--- config.mk ---
export PLATFORM = sky130hd
export DESIGN_NAME = mdu_issue_ctrl
export DESIGN_NICKNAME = d
export VERILOG_FILES = /design/src/rtl/mdu_issue_ctrl.sv
export SDC_FILE = /design/constraint.sdc
export NUM_CORES = 1
export LEC_CHECK = 0
export CORE_MARGIN = 5
export CORE_UTILIZATION = 40
export DETAILED_ROUTE_END_ITERATION = 12
export GPL_TIMING_DRIVEN = 0
export PLACE_DENSITY = 0.66
export SLEW_MARGIN = 20
export SYNTH_ARGS = -nofsm -noshare
export SYNTH_HDL_FRONTEND = slang
export SYNTH_SLANG_ARGS = --single-unit
--- constraint.sdc ---
create_clock -name clk -period 6.3 [get_ports clk]
set_clock_uncertainty 0.1 [all_clocks]
set_input_delay 0.945 -clock clk [delete_from_list [all_inputs] [get_ports clk]]
set_output_delay 0.945 -clock clk [all_outputs]
set_load 0.01 [all_outputs]
--- src/rtl/mdu_issue_ctrl.sv ---
// Issue sequencer and D-stage hazard control for the multiply/divide unit.
// Tracks MDU latency locally so busy/done/stall line up with HI/LO becoming valid.
module mdu_issue_ctrl #(
    parameter int unsigned MUL_LAT = 5,
    parameter int unsigned DIV_LAT = 10,
    parameter int unsigned CNT_W   = 16
) (
    input  logic             clk,
    input  logic             reset,
    input  logic             req,
    input  logic             e_valid,
    input  logic [3:0]       e_op,
    input  logic             d_is_mdu,
    output logic             mdu_start,
    output logic [3:0]       mdu_op,
    output logic             hilo_we,
    output logic             busy,
    output logic             stall_d,
    output logic             done,
    output logic [CNT_W-1:0] mul_count,
    output logic [CNT_W-1:0] div_count,
    output logic             err
);

    localparam int unsigned MAX_LAT = (MUL_LAT > DIV_LAT) ? MUL_LAT : DIV_LAT;
    localparam int unsigned LAT_W   = $clog2(MAX_LAT);

    typedef enum logic [1:0] {StIdle, StMul, StDiv, StDone} state_t;

    state_t             state_q, state_d;
    logic [LAT_W-1:0]   cnt_q, cnt_d;
    logic               busy_q, busy_d;
    logic               done_q, done_d;
    logic [CNT_W-1:0]   mul_count_q, mul_count_d;
    logic [CNT_W-1:0]   div_count_q, div_count_d;
    logic               err_q, err_d;

    logic is_start_op, is_wr_op, is_mf_op, is_mul_op;
    logic can_issue, issue;

    always_comb begin
        is_start_op = (e_op >= 4'd1) && (e_op <= 4'd4);
        is_mul_op   = (e_op == 4'd1) || (e_op == 4'd2);
        is_mf_op    = (e_op == 4'd5) || (e_op == 4'd6);
        is_wr_op    = (e_op == 4'd7) || (e_op == 4'd8);
        // DONE behaves like IDLE for acceptance so back-to-back ops lose no cycle
        can_issue   = (state_q == StIdle) || (state_q == StDone);
        issue       = e_valid && !req && !reset && can_issue;
        mdu_start   = issue && is_start_op;
        hilo_we     = issue && is_wr_op;
        mdu_op      = (mdu_start || hilo_we || (e_valid && is_mf_op)) ? e_op : 4'd0;
        stall_d     = d_is_mdu && (busy_q || mdu_start);
    end

    always_comb begin
        state_d     = state_q;
        cnt_d       = cnt_q;
        busy_d      = busy_q;
        done_d      = 1'b0;
        mul_count_d = mul_count_q;
        div_count_d = div_count_q;
        err_d       = err_q;

        unique case (state_q)
            StIdle, StDone: begin
                state_d = StIdle;
                busy_d  = 1'b0;
                if (mdu_start) begin
                    busy_d = 1'b1;
                    if (is_mul_op) begin
                        state_d = StMul;
                        cnt_d   = LAT_W'(MUL_LAT - 1);
                    end else begin
                        state_d = StDiv;
                        cnt_d   = LAT_W'(DIV_LAT - 1);
                    end
                end
            end
            StMul, StDiv: begin
                if (cnt_q == LAT_W'(1)) begin
                    state_d = StDone;
                    busy_d  = 1'b0;
                    done_d  = 1'b1;
                    if (state_q == StMul) begin
                        if (mul_count_q != '1) mul_count_d = mul_count_q + CNT_W'(1);
                    end else begin
                        if (div_count_q != '1) div_count_d = div_count_q + CNT_W'(1);
                    end
                end else begin
                    cnt_d = cnt_q - LAT_W'(1);
                end
            end
            default: state_d = StIdle;
        endcase

        // Only reachable when something upstream ignored stall_d
        if (e_valid && (is_start_op || is_wr_op) && busy_q) err_d = 1'b1;
    end

    always_ff @(posedge clk) begin
        if (reset) begin
            state_q     <= StIdle;
            cnt_q       <= '0;
            busy_q      <= 1'b0;
            done_q      <= 1'b0;
            mul_count_q <= '0;
            div_count_q <= '0;
            err_q       <= 1'b0;
        end else begin
            state_q     <= state_d;
            cnt_q       <= cnt_d;
            busy_q      <= busy_d;
            done_q      <= done_d;
            mul_count_q <= mul_count_d;
            div_count_q <= div_count_d;
            err_q       <= err_d;
        end
    end

    assign busy      = busy_q;
    assign done      = done_q;
    assign mul_count = mul_count_q;
    assign div_count = div_count_q;
    assign err       = err_q;

endmodule
-- Word-level counts from Yosys, hierarchy flattened
Index checks and enable logic that the tools add are counted.
- flip-flop bits (word level): 41
- bits in latches: 0
- RAM bits: 0
- bits in read-only memories: 0
- bits of input ports: 9
- output and inout port bits: 42
- logic and storage cells: 69
- memories: 0
- add/subtract/negate cells: 3
- multiply operators: 0
- divide/modulo/power cells: 0
- magnitude comparators: 2
- equal/unequal tests: 15
- shift operators: 0
- mux-type cells: 13
- bitwise operators: 2
- reductions and logical operators: 27
- operators with widths (operator ; count):
    16-bit by 1-bit adder with 16-bit output (second input constant) ; 2
    16-bit inequality test (second input constant) ; 2
    4-bit two-way mux ; 4
    4-bit by 3-bit equality test with 1-bit output (second input constant) ; 3
    1-bit logical AND ; 10
    4-bit by 1-bit equality test with 1-bit output (second input constant) ; 2
    1-bit logical OR ; 8
    4-bit one-hot mux with 2 select lines ; 1
    4-bit AND reduction ; 2
    2-bit two-way mux ; 3
    2-bit inequality test (second input constant) ; 3
    2-bit OR reduction ; 3
    2-bit equality test (second input constant) ; 2
    4-bit by 2-bit equality test with 1-bit output (second input constant) ; 1
    4-bit equality test (second input constant) ; 1
    4-bit by 1-bit greater-or-equal comparator with 1-bit output (second input constant) ; 1
    4-bit by 3-bit <= comparator with 1-bit output (second input constant) ; 1
    2-bit one-hot mux with 2 select lines ; 1
    4-bit by 1-bit subtractor with 4-bit output (second input constant) ; 1
    1-bit two-way mux ; 3
    2-bit by 1-bit equality test with 1-bit output (second input constant) ; 1
    1-bit logical NOT ; 2
    2-bit logical NOT ; 1
    1-bit inverter ; 2
    other kinds (2) ; 2

-- Longest topological paths before layout
Gate-level depths: netlist (run 1).
- depth in word-level cells: 8
- mapped depth: 8

-- Worst setup path before layout (run 1)
No wires, ideal clock.
- kind: input to output
- from: input port e_op[0]
- to: output port stall_d
- data arrival time: 2.256 ns
- required time: 5.255 ns
- path slack: 2.999 ns
- stages on the path: 4
- buffers on the path: 1
- cells stage by stage: clkbuf_1 > or3b_2 > a211oi_2 > o21a_1
- word-level cells in the longest chain between the ends: 5
- elaborated cells between the ends (all ways): 6
- those cells by class: order compare (2); reduce/logical (4)
- RTL lines (item ; RTL line ; RTL):
    start, declared ; 12 ; input logic [3:0] e_op,
    4-bit by 1-bit greater-or-equal comparator with 1-bit output / 4-bit by 3-bit <= comparator with 1-bit output (equally long branches) ; 42 ; is_start_op = (e_op >= 4'd1) && (e_op <= 4'd4);
    1-bit logical AND (*) ; 42 ;
    1-bit logical AND (*) ; 49 ; mdu_start = issue && is_start_op;
    via mdu_start ; 14 ; output logic mdu_start,
    1-bit logical OR (*) ; 52 ; stall_d = d_is_mdu && (busy_q || mdu_start);
    1-bit logical AND (*) ; 52 ;
    end, declared ; 18 ; output logic stall_d,
Mark *: on every way through the listed nets, which the timed path passes. The rest lies on a longest branch.

-- Worst setup path in the final report (run 1)
- from: input port e_op[2]
- to: output port stall_d
- word-level cells in the longest chain between the ends: 5
- elaborated cells between the ends (all ways): 6
- those cells by class: order compare (2); reduce/logical (4)
- RTL lines (item ; RTL line):
    4-bit by 1-bit greater-or-equal comparator with 1-bit output / 4-bit by 3-bit <= comparator with 1-bit output (equally long branches) ; 42
    1-bit logical AND (*) ; 42
    1-bit logical AND (*) ; 49
    1-bit logical OR (*) ; 52
    1-bit logical AND (*) ; 52
Every way passes the cells marked *; elsewhere a longest branch is shown, timed or not.

==> metrics.md, run 1 <==
| Metric | Value |
|---|---|
| Drt first pass iters | 4 |
| Clock buffer depth | 2 |
| Max-cap violations | 0 |
| CP max stage delay | ~0.61 ns |
| Data arrival time of the critical path | ~3.3 ns |
| Grt peak-use layer | met2 |
| Yosys warning total | 0 |
| Crit Path Category | input port to primary output |
| Die W | approximately 86 µm |
| Final GP Congestion | ~0.84 |
| Met1 usage | 0.218 |
| Worst-Margin Slew | 0.716 ns |
| Fin cells | roughly 400 |
| Hpwl dp | ~4200 µm |
| Via-per-instance ratio | approximately 5.8 |
| Syn nets | between 200 and 300 |
| Min Tclk post-route | between 4 and 5 ns |
| # DRC | 0 |
| Avg Inst Size Synth | 8.35 µm² |
| Core box area | ~0.0055 mm² |
| Vias in the first global route | around 2000 |
| GRT Total Usage | 0.156 |
| Largest net degree at the start of global routing | 13 |
| Total die area | approximately 0.0073 mm² |
| Hold Vio Cnt, Final | 0 |
| GRT Residual Overflow | 0 |
| Max frequency | approximately 0.23 GHz |
| Max Fanout on Critical Path | 9 |
| Avg WL per Cell | 14.5 µm |
| Clock Latency Late Sink | 0.29 ns |
| IO buf count | 48 |
| Post-layout util | 0.537 |
| Worst VDD drop | ~0.093 mV |
| Initial core utilization | 0.413 |
| Critical-path top delay cell | clkdlybuf4s50_1 |
| Via count | 2347 |
| Relative slew slack | 0.519 |
| Total setup buffers inserted after CTS | 0 |
| Fill count | about 540 |
| Max-slew violation count | 0 |
| N_diodes | 0 |
| # rows | 27 |
| Placed Instances | just under 400 |
| Pleak | 0.000916 µW |
| Top post-synthesis cells by area | dfxtp_1, a21oi_1, o31ai_1, or4_1, mux2_2 |
| CTS Hold Bufs | 0 |
| Layout Nets | around 340 |
| Multi-input gate area | around 0.0014 mm² |
| Cells after Synth | roughly 270 |
| Final Cycle Share | 0.690 |
| Share of layout cells above drive strength 1 | 0.0697 |
| Post-place setup slack | 1.96 ns |
| Cell mode on critical path | clkdlybuf4s50_1 |
| Yosys cell types | 46 |
| Post-synth ARST share | 0 |
| CP delay by family, top | buffers and inverters |
| PwrDens | about 170 mW/mm² |
| Root Driver | clkbuf_8 |
| Antenna viol nets, final | 0 |
| Most frequent cells in the layout | clkdlybuf4s50_1, dfxtp_1, a21oi_1, nor2_1 |
| Initial antenna violation count | 0 |
| Flip-flop and latch area | approximately 800 µm² |
| CP Capture Type | primary output |
| Commonest non-fill, non-tap cell in the layout | clkdlybuf4s50_1 |
| Met2 Use GR | 0.249 |
| RSZ-0062 raised after global routing | no |
| Critical-path cell list | clkdlybuf4s50_1 -> or3b_2 -> a211oi_2 -> o21a_1 -> clkdlybuf4s50_1 |
| First-pass GRT wire length | 9670 µm |
| Synth Register Bits | 41 |
| Sequential cell area fraction in the yosys report | 0.359 |
| CP bufs+invs | 2 |
| H-Tree Depth | 2 |
| Layout Area Growth over Synthesis | 30.0% |
| CTS tree | done |
| IO Pins | a little over 50 |
| Worst Slack Setup Final | ~2.0 ns |
| Post-cts sizing count | 0 |
| Yosys top cell area share | 0.359 |
| Clock transition at the registers of the reported paths | about 0.07 ns |
| DR iter-0 viols | about 170 |
| Setup Viol. Count Final | 0 |
| TritonCTS Sinks | 41 |
| TritonCTS buffer count | 5 |
| Hold crit path type | flip-flop to flip-flop |
| WP data required | around 5.3 ns |
| CP startpoint kind | input port |
| M3 GR Usage | 0.0336 |
| Status | completed |
| Tot Pwr | roughly 510 µW |
| Post-Route Setup TNS | 0 ns |
| Synth Flop Type | dfxtp_1 |
| Post-synth EDFFs | 0 |
| Mapped Area | between 0.002 and 0.0025 mm² |
| Chip Height | approximately 86 µm |
| Post-Route WL | ~5800 µm |
| Dominant cell type by area after synthesis | dfxtp_1 |
## path summary, 6_finish.rpt
check	start	end	slack (ns)	cells past startpoint
setup reg to reg	state_q[1]	div_count[15]	3.62	8
setup / recovery	e_op[2]	stall_d	1.96	5
hold reg to reg	state_q[1]	state_q[1]	0.39	2
hold / removal	state_q[1]	state_q[1]	0.39	2
## worst register-to-register path: stages, from the launching register on
cell and delay [ns]:
dfxtp_1 0.31, inv_1 0.04, ha_1 0.26, buf_4 0.17, or4b_4 0.51, or3_1 0.38, buf_2 0.19, nor4_1 0.24
mux2_2 0.37
## cells in the mapped netlist, types with 7 or more instances
| library cell | instances |
|---|---|
| a21oi_1 | 26 |
| clkbuf_1 | 11 |
| dfxtp_1 | 41 |
| inv_1 | 9 |
| mux2_2 | 7 |
| nand2_1 | 16 |
| nand3_1 | 11 |
| nand4_1 | 11 |
| nor2_1 | 18 |
| nor2b_1 | 10 |
| nor4_1 | 11 |
| o31ai_1 | 17 |
| or4_1 | 17 |
## routing by layer
metal  routed length, µm  vias to the layer above
li1                    -                     1179
met1                2760                     1099
met2                2660                       64
met3                 343                        5
met4                  48                        0
met5                   0                        -
## where the power goes
| part | internal [µW] | switching, µW |
|---|---|---|
| clock | 129 | 88.6 |
| sequential | 260 | 1.76 |
| combinational | 14.5 | 19.4 |
| total | 404 | 110 |
## flip-flops by register name, summed over array words and instances (netlist names)
signal,cells
state_q,2
busy,1
cnt_q,4
err,1
div_count,16
mul_count,16
done,1
## final cells by class
type                    count  share of cell area
flip-flops and latches     41               0.276
clock buffers               7              0.0290
well taps                  72              0.0303
clock inverters             1              0.0101
repair buffers             48               0.161
multi-input cells         210               0.463
inverters                   9              0.0114
plain buffers              14              0.0193
## stage by stage
stage	hold slack, ns	instance area (µm²)
floorplan	0.356	2290
global placement	0.376	2860
detailed placement	0.376	2860
CTS	0.393	2980
global route	0.413	2980
finish	0.386	2980
## logic make-up after synthesis
family / Yosys count / synth area share
AO/OA/AOI/OAI: 69 / 0.199
XOR/XNOR: 1 / 0.00383
adder cells (fa/ha/maj): 5 / 0.0273
buffers and inverters: 23 / 0.0399
flip-flops: 41 / 0.359
multiplexers: 9 / 0.0432
AND/OR/NAND/NOR: 126 / 0.328
Note: power is estimated with default switching activity, not from simulation.
==> run 2, diff against run 1 <==
Clock period 6.3 ns to 4.15 ns, I/O delays scaled along.
==> results of run 2 <==
The final DEF is identical to that of run 1. Status: completed.
Main changes from that run: setup slack after placement 1.96 ns -> 0.452 ns; setup slack after layout 1.96 ns -> 0.450 ns; register-to-register setup slack 3.62 ns -> 1.47 ns; total power 514 µW -> 780 µW; worst IR drop on VDD 0.0928 mV -> 0.141 mV
